===== config.mk =====
export PLATFORM = sky130hd
export DESIGN_NAME = adxl362_ascii_readings_parser
export DESIGN_NICKNAME = d
export VERILOG_FILES = /design/src/rtl/adxl362_ascii_readings_parser.sv
export SDC_FILE = /design/constraint.sdc
export NUM_CORES = 1
export LEC_CHECK = 0
export CORE_MARGIN = 10
export CORE_UTILIZATION = 40
export DETAILED_ROUTE_END_ITERATION = 12
export GPL_ROUTABILITY_DRIVEN = 0
export HOLD_SLACK_MARGIN = 0.1
export PLACE_DENSITY_LB_ADDON = 0.12
export REMOVE_ABC_BUFFERS = 1
export SLEW_MARGIN = 30
export SYNTH_ARGS = -nofsm -noshare
export SYNTH_HDL_FRONTEND = slang
export SYNTH_SLANG_ARGS = --single-unit

===== constraint.sdc =====
create_clock -name i_clk_20mhz -period 2.52 [get_ports i_clk_20mhz]
set_clock_uncertainty 0.15 [all_clocks]
set_input_delay 0.504 -clock i_clk_20mhz [delete_from_list [all_inputs] [get_ports i_clk_20mhz]]
set_output_delay 0.504 -clock i_clk_20mhz [all_outputs]
set_load 0.005 [all_outputs]

===== src/rtl/adxl362_ascii_readings_parser.sv =====
// ============================================================================
// Module   : adxl362_ascii_readings_parser
// Brief    : ASCII "X:hhhh Y:hhhh Z:hhhh T:hhhh" line parser -> 64-bit reading.
//            Optional macro ADXL362_PARSER_LOWERCASE_HEX_EN accepts a-f digits.
// Revision : 1.0 - initial release
// ============================================================================
`default_nettype none

module adxl362_ascii_readings_parser #(
  parameter int MAX_LINE_LEN = 32
) (
  input  logic        i_clk_20mhz,
  input  logic        i_rstn_20mhz,
  input  logic        i_rx_valid,
  input  logic [7:0]  i_rx_data,
  output logic [63:0] o_3axis_temp,
  output logic        o_reading_valid,
  output logic        o_parse_error
);

  typedef enum logic [2:0] {
    S_IDLE    = 3'd0,
    S_COLON   = 3'd1,
    S_DIGITS  = 3'd2,
    S_SEP     = 3'd3,
    S_DISCARD = 3'd4
  } state_t;

  localparam logic [5:0] c_max_len = 6'(MAX_LINE_LEN);

  // {valid, nibble}
  function automatic logic [4:0] hex_val(input logic [7:0] c);
    hex_val = 5'd0;
    if (c >= 8'h30 && c <= 8'h39)      hex_val = {1'b1, c[3:0]};
    else if (c >= 8'h41 && c <= 8'h46) hex_val = {1'b1, c[3:0] + 4'd9};
`ifdef ADXL362_PARSER_LOWERCASE_HEX_EN
    else if (c >= 8'h61 && c <= 8'h66) hex_val = {1'b1, c[3:0] + 4'd9};
`endif
  endfunction

  // {valid, slot index}: X=0, Y=1, Z=2, T=3
  function automatic logic [2:0] axis_idx(input logic [7:0] c);
    case (c)
      8'h58:   axis_idx = 3'b100;
      8'h59:   axis_idx = 3'b101;
      8'h5A:   axis_idx = 3'b110;
      8'h54:   axis_idx = 3'b111;
      default: axis_idx = 3'b000;
    endcase
  endfunction

  state_t      r_state, w_state_nxt;
  logic [5:0]  r_len, w_len_nxt;
  logic [3:0]  r_mask, w_mask_nxt;
  logic [15:0] r_stage, w_stage_nxt;
  logic [1:0]  r_cnt, w_cnt_nxt;
  logic [1:0]  r_axis, w_axis_nxt;
  logic [15:0] r_slot [4];
  logic [63:0] r_temp;
  logic        r_valid, r_error;
  logic        w_valid_nxt, w_error_nxt, w_wr_slot, w_term;
  logic [4:0]  w_hex;
  logic [2:0]  w_ax;

  assign w_term = (i_rx_data == 8'h0D) || (i_rx_data == 8'h0A);
  assign w_hex  = hex_val(i_rx_data);
  assign w_ax   = axis_idx(i_rx_data);

  always_comb begin
    w_state_nxt = r_state;
    w_len_nxt   = r_len;
    w_mask_nxt  = r_mask;
    w_stage_nxt = r_stage;
    w_cnt_nxt   = r_cnt;
    w_axis_nxt  = r_axis;
    w_wr_slot   = 1'b0;
    w_valid_nxt = 1'b0;
    w_error_nxt = 1'b0;
    if (i_rx_valid) begin
      if (w_term) begin
        if (r_state == S_COLON || r_state == S_DIGITS) begin
          // A terminator inside a field is just another bad byte here.
          w_state_nxt = S_DISCARD;
        end else begin
          if (r_state == S_DISCARD)  w_error_nxt = 1'b1;
          else if (r_mask == 4'hF)   w_valid_nxt = 1'b1;
          else if (r_mask != 4'h0)   w_error_nxt = 1'b1;
          w_state_nxt = S_IDLE;
          w_mask_nxt  = 4'h0;
          w_len_nxt   = 6'd0;
        end
      end else if (r_state != S_DISCARD) begin
        if (r_len == c_max_len) begin
          w_state_nxt = S_DISCARD;
        end else begin
          w_len_nxt = r_len + 6'd1;
          case (r_state)
            S_IDLE: begin
              if (i_rx_data == 8'h20) begin
                w_state_nxt = S_IDLE;
              end else if (w_ax[2] && !r_mask[w_ax[1:0]]) begin
                w_axis_nxt  = w_ax[1:0];
                w_state_nxt = S_COLON;
              end else begin
                w_state_nxt = S_DISCARD;
              end
            end
            S_COLON: begin
              w_cnt_nxt   = 2'd0;
              w_state_nxt = (i_rx_data == 8'h3A) ? S_DIGITS : S_DISCARD;
            end
            S_DIGITS: begin
              if (w_hex[4]) begin
                w_stage_nxt = {r_stage[11:0], w_hex[3:0]};
                w_cnt_nxt   = r_cnt + 2'd1;
                if (r_cnt == 2'd3) begin
                  w_wr_slot           = 1'b1;
                  w_mask_nxt[r_axis]  = 1'b1;
                  w_state_nxt         = S_SEP;
                end
              end else begin
                w_state_nxt = S_DISCARD;
              end
            end
            S_SEP:   w_state_nxt = (i_rx_data == 8'h20) ? S_IDLE : S_DISCARD;
            default: w_state_nxt = S_DISCARD;
          endcase
        end
      end
    end
  end

  always_ff @(posedge i_clk_20mhz or negedge i_rstn_20mhz) begin
    if (!i_rstn_20mhz) begin
      r_state <= S_IDLE;
      r_len   <= 6'd0;
      r_mask  <= 4'h0;
      r_stage <= 16'h0;
      r_cnt   <= 2'd0;
      r_axis  <= 2'd0;
      r_temp  <= 64'h0;
      r_valid <= 1'b0;
      r_error <= 1'b0;
      for (int i = 0; i < 4; i++) r_slot[i] <= 16'h0;
    end else begin
      r_state <= w_state_nxt;
      r_len   <= w_len_nxt;
      r_mask  <= w_mask_nxt;
      r_stage <= w_stage_nxt;
      r_cnt   <= w_cnt_nxt;
      r_axis  <= w_axis_nxt;
      r_valid <= w_valid_nxt;
      r_error <= w_error_nxt;
      if (w_wr_slot) r_slot[r_axis] <= w_stage_nxt;
      // Byte order is lsb-before-msb per axis in the packed word.
      if (w_valid_nxt)
        r_temp <= {r_slot[0][7:0], r_slot[0][15:8], r_slot[1][7:0], r_slot[1][15:8],
                   r_slot[2][7:0], r_slot[2][15:8], r_slot[3][7:0], r_slot[3][15:8]};
    end
  end

  assign o_3axis_temp    = r_temp;
  assign o_reading_valid = r_valid;
  assign o_parse_error   = r_error;

endmodule

`default_nettype wire


-- Word-level counts from Yosys, hierarchy flattened
Index checks and enable logic that the tools add are counted.
- flip-flop bits (word level): 163
- bits of input ports: 11
- output and inout port bits: 66
- logic and storage cells: 128
- add/subtract/negate cells: 3
- order comparisons: 9
- equality and inequality tests: 20
- muxes and demuxes: 58
- bitwise operators: 5
- reduce and logical (&&, ||, !) cells: 20
- operator list (kind ; number):
    16-bit 2-to-1 mux ; 7
    64-bit bitwise mux ; 1
    16-bit demux with 2-bit select ; 1
    8-bit by 7-bit equality test with 1-bit output (second input constant) ; 4
    3-bit 2-to-1 mux ; 10
    4-bit 2-to-1 mux ; 7
    6-bit 2-to-1 mux ; 4
    3-bit one-hot mux with 4 select lines ; 2
    1-bit 2-to-1 mux ; 20
    8-bit by 4-bit equality test with 1-bit output (second input constant) ; 2
    8-bit by 6-bit equality test with 1-bit output (second input constant) ; 2
    7-bit AND reduction ; 2
    5-bit 2-to-1 mux ; 2
    2-bit nonzero test ; 5
    8-bit by 6-bit >= comparator with 1-bit output (second input constant) ; 1
    8-bit by 7-bit >= comparator with 1-bit output (second input constant) ; 1
    8-bit by 6-bit less-or-equal comparator with 1-bit output (second input constant) ; 1
    8-bit by 7-bit less-or-equal comparator with 1-bit output (second input constant) ; 1
    6-bit by 1-bit adder with 6-bit output (second input constant) ; 1
    3-bit by 2-bit equality test with 1-bit output (second input constant) ; 2
    6-bit equality test (second input constant) ; 1
    2-bit by 3-bit less-than comparator with 1-bit output (second input constant) ; 2
    2-bit inequality test (second input constant) ; 3
    6-bit AND reduction ; 1
    25 further kinds ; 32

-- Longest topological paths before layout
- depth after elaboration: 12
- depth in mapped cells: 10
- depth with buffers taken out: 7

-- Worst setup path before layout
No wires, ideal clock.
- path type: input port to flip-flop
- start point: input port i_rx_data[1]
- end point: register r_slot[57] (netlist bit)
- setup time: 0.128 ns
- arrival: 2.440 ns
- required time: 2.242 ns
- slack: -0.198 ns
- stages: 10
- path buffers: 3
- cells stage by stage: inv_1 ha_1 buf_2 mux2_2 and4_1 clkbuf_1 nor2_1 nand3_4 buf_2 mux2_1
- cells in the longest elaborated chain, start to end: 11
- elaborated cells on any way between the ends: 24
- classes of those cells: order compare: 4; eq/ne: 2; mux: 15; reduce/logical: 3
- ends and longest elaborated chain (element ; line ; text):
    from (decl) ; 15 ; input logic [7:0] i_rx_data,
    8-bit by 7-bit >= comparator with 1-bit output or 8-bit by 7-bit less-or-equal comparator with 1-bit output (tied branches) ; 35 ; else if (c >= 8'h41 && c <= 8'h46) hex_val = {1'b1, c[3:0] + 4'd9};
    1-bit logical AND ; 35 ;
    5-bit 2-to-1 mux ; 35 ;
    5-bit 2-to-1 mux ; 34 ; if (c >= 8'h30 && c <= 8'h39) hex_val = {1'b1, c[3:0]};
    16-bit 2-to-1 mux ; 113 ; if (w_hex[4]) begin
    16-bit 2-to-1 mux ; 97 ; case (r_state)
    16-bit 2-to-1 mux ; 93 ; if (r_len == c_max_len) begin
    16-bit 2-to-1 mux ; 92 ; end else if (r_state != S_DISCARD) begin
    16-bit 2-to-1 mux ; 80 ; if (w_term) begin
    16-bit 2-to-1 mux ; 79 ; if (i_rx_valid) begin
    64-bit bitwise mux ; 154 ; if (w_wr_slot) r_slot[r_axis] <= w_stage_nxt;
    to (signal, indexed assignment) ; 154 ;
    to (decl) ; 58 ; logic [15:0] r_slot [4];
Parallel ways exist; a longest one is shown, timed or not.
A chain may end at the register's enable or synchronous reset.

-- Worst setup path after layout
- start point: input port i_rx_data[1]
- end point: register r_slot[41] (netlist bit)
Same word-level chain as after synthesis.

==> results.sh <==
export IMPL_via_per_inst=5.10
export IMPL_antenna_found_initial=0
export IMPL_max_clock_freq_ghz=0.410
export IMPL_fp_coreArea_um2=16600
export IMPL_pwr_share_clk_pct=42.6
export IMPL_cp_start_kind="input port"
export IMPL_cts_buffer_depth=2
export IMPL_setup_violations=0
export IMPL_n_antenna_cell=0
export IMPL_nets=656
export IMPL_slew_headroom_pct=62.0
export IMPL_finalPower_mw=5.46
export IMPL_avgSynthCellArea_um2=14.2
export IMPL_cp_required_ns=2.67
export IMPL_hp_class="flip-flop to flip-flop"
export IMPL_synth_edf_count=0
export IMPL_first_pass_iters=4
export IMPL_grt_ovfl_total=0
export IMPL_timing_final_crit_share_pct=96.8
export IMPL_internal_power_mw=4.20
export IMPL_ys_seq_area_share_pct=58.5
export IMPL_mostFrequentLayoutCell="dfrtp_1"
export IMPL_fill_cells=1398
export IMPL_drive_above_1_share_pct=38.1
export IMPL_critPathCaptureType="flip-flop"
export IMPL_status="complete, no violations"
export IMPL_leakagePower_nw=4.39
export IMPL_cts_buffers=17
export IMPL_portBuffers=76
export IMPL_clkSlewWorstSetupHoldPaths_ns=0.06
export IMPL_netlist_area_um2=6810
export IMPL_slew_viol_final=0
export IMPL_cts_tree="yes"
export IMPL_htreeDepth=4
export IMPL_root_buffer="clkbuf_16"
export IMPL_p_comb_share_pct=8.8
export IMPL_tightest_slew_ns=0.568
export IMPL_vias=4416
export IMPL_drv_cap=0
export IMPL_ys_flop_type="dfrtp_1"
export IMPL_area_growth_pct=33.7
export IMPL_synth_distinct_cells=63
export IMPL_grt_max_degree=49
export IMPL_setup_tns_ns=0
export IMPL_switching_power_mw=1.25
export IMPL_start_util_pct=40.9
export IMPL_die_x_um=150
export IMPL_switching_share_pct=23.0
export IMPL_p_per_area_nw_per_um2=600
export IMPL_insertion_delay_ns=0.42
export IMPL_ys_ff_latch=159
export IMPL_ant_nets=0
export IMPL_dpl_hpwl_um=10900
export IMPL_drc_errors=0
export IMPL_seq_power_share_pct=48.5
export IMPL_grt_pass1_wl_um=25000
export IMPL_die_height_um=150
export IMPL_num_rows=47
export IMPL_arrival_ns=2.59
export IMPL_ios=77
export IMPL_wl_per_cell_um=17.4
export IMPL_syn_inst=480
export IMPL_drt_iter0_drc=190
export IMPL_vdd_drop_max_mv=0.477
export IMPL_hold_violations=0
export IMPL_synthArstFlopShare_pct=100
export IMPL_grtUsageTotal_pct=14.0
export IMPL_yosys_warnings=0
export IMPL_crit_type="input port to flip-flop"
export IMPL_clock_sinks=159
export IMPL_cp_max_fo=7
export IMPL_die_area_um2=22600
export IMPL_final_cell_mix="dfrtp_1 (159), mux2_2 (101), clkdlybuf4s50_1 (67)"
export IMPL_grt_pass1_vias=4659
export IMPL_drt_wl_total_um=15100
export IMPL_period_minus_slack_ns=2.44
## worst max-delay path, cell delays in order
cell	delay, ns
clkdlybuf4s15_1	0.23
inv_2	0.07
ha_1	0.19
mux2_2	0.28
nand4_1	0.14
buf_4	0.15
nand2b_4	0.07
buf_6	0.14
nor3_4	0.23
buf_6	0.15
buf_12	0.14
mux2_4	0.30
## flip-flops by register name (all words and copies together) (netlist names)
name,cells
r_axis,2
o_parse_error,1
r_mask,4
r_slot,64
r_state,3
r_stage,12
r_len,6
o_reading_valid,1
r_cnt,2
o_3axis_temp,64
## synthesized netlist by cell type, drive strengths merged, types with 7 or more instances
master,instances,area [um^2]
ha,8,100
o21ai,13,76.3
mux2,133,1550
buf,13,80.1
nor3,8,62.6
a21oi,11,58.8
nand2,13,51.3
dfrtp,159,3980
nor2b,7,43.8
nor2,14,55.1
inv,10,37.5
nand3,7,47.6
## area by class of cell
type	count	area [um^2]	share of cell area, %
sequential	159	3980	43.7
multi-input combinational	292	2730	30.0
timing repair buffer	157	1550	17.0
clock buffer	22	464	5.10
tap	220	275	3.03
clock inverter	6	62.6	0.688
inverter	10	37.5	0.413
## layer usage
| layer | vias to the layer above | GRT usage (%) | wire, um |
|---|---|---|---|
| met1 | 2250 | 18.1 | 6750 |
| met4 | 0 | 4.91 | 235 |
| li1 | 2063 | - | - |
| met3 | 17 | 4.17 | 836 |
| met2 | 86 | 22.0 | 7250 |
| met5 | - | 0 | 0 |
## logic make-up (layout without fill, tap and decap cells)
kind of cell	Yosys count	in the layout	share of synthesized area (%)
flip-flops	159	159	58.5
multiplexers	134	134	22.9
AND/OR/NAND/NOR	92	92	9.01
AO/OA/AOI/OAI	54	54	5.55
buffers and inverters	29	195	2.06
adder cells (fa/ha/maj)	8	8	1.47
XOR/XNOR	4	4	0.515
## what timing repair did
action | 4_1_cts | 5_1_grt
resized for setup | 15 | 10
endpoints found under the setup margin | 141 | 102
hold buffers | 1 | 0
pin swaps | 5 | 3
gates cloned | 1 | 1
setup buffers | 4 | 3
hold endpoints to repair | 43 | 0
## path summary, 6_finish.rpt
check / startpoint / to / slack (ns) / depth (start not counted)
setup / recovery: i_rx_data[1] / r_slot[41] / 0.08 / 12
hold / removal: r_slot[57] / r_slot[57] / 0.34 / 1
hold reg to reg: r_slot[57] / r_slot[57] / 0.34 / 1
min in group asynchronous: i_rstn_20mhz / o_3axis_temp[33] / 0.44 / 2
max in group asynchronous: i_rstn_20mhz / o_3axis_temp[55] / 1.07 / 3
setup reg to reg: r_len[1] / r_slot[41] / 0.18 / 10
## power by group through the flow
stage	clock network (mW)	logic, mW	registers (mW)
finish	2.33	0.482	2.65
global route	2.51	0.545	2.66
CTS	2.40	0.480	2.65
detailed placement	0	0.466	2.70
global placement	0	0.451	2.69
floorplan	0	0.208	2.70
## metrics by stage
| stage | std cells | hold WS (ns) | area [um^2] | utilization, % | worst slack (ns) |
|---|---|---|---|---|---|
| 4_1_cts | 862 | 0.341 | 9020 | 54.2 | 0.00278 |
| 2_1_floorplan | 461 | 0.0584 | 6700 | - | -1.61 |
| 5_1_grt | 866 | 0.362 | 9100 | 54.7 | -0.00905 |
| 3_5_place_dp | 828 | 0.323 | 8400 | 50.5 | -0.663 |
| 6_report | 866 | 0.335 | 9100 | 54.7 | 0.0807 |
| 3_3_place_gp | 828 | 0.319 | 8400 | 50.5 | -0.615 |
Note: power is estimated with default switching activity, not from simulation.
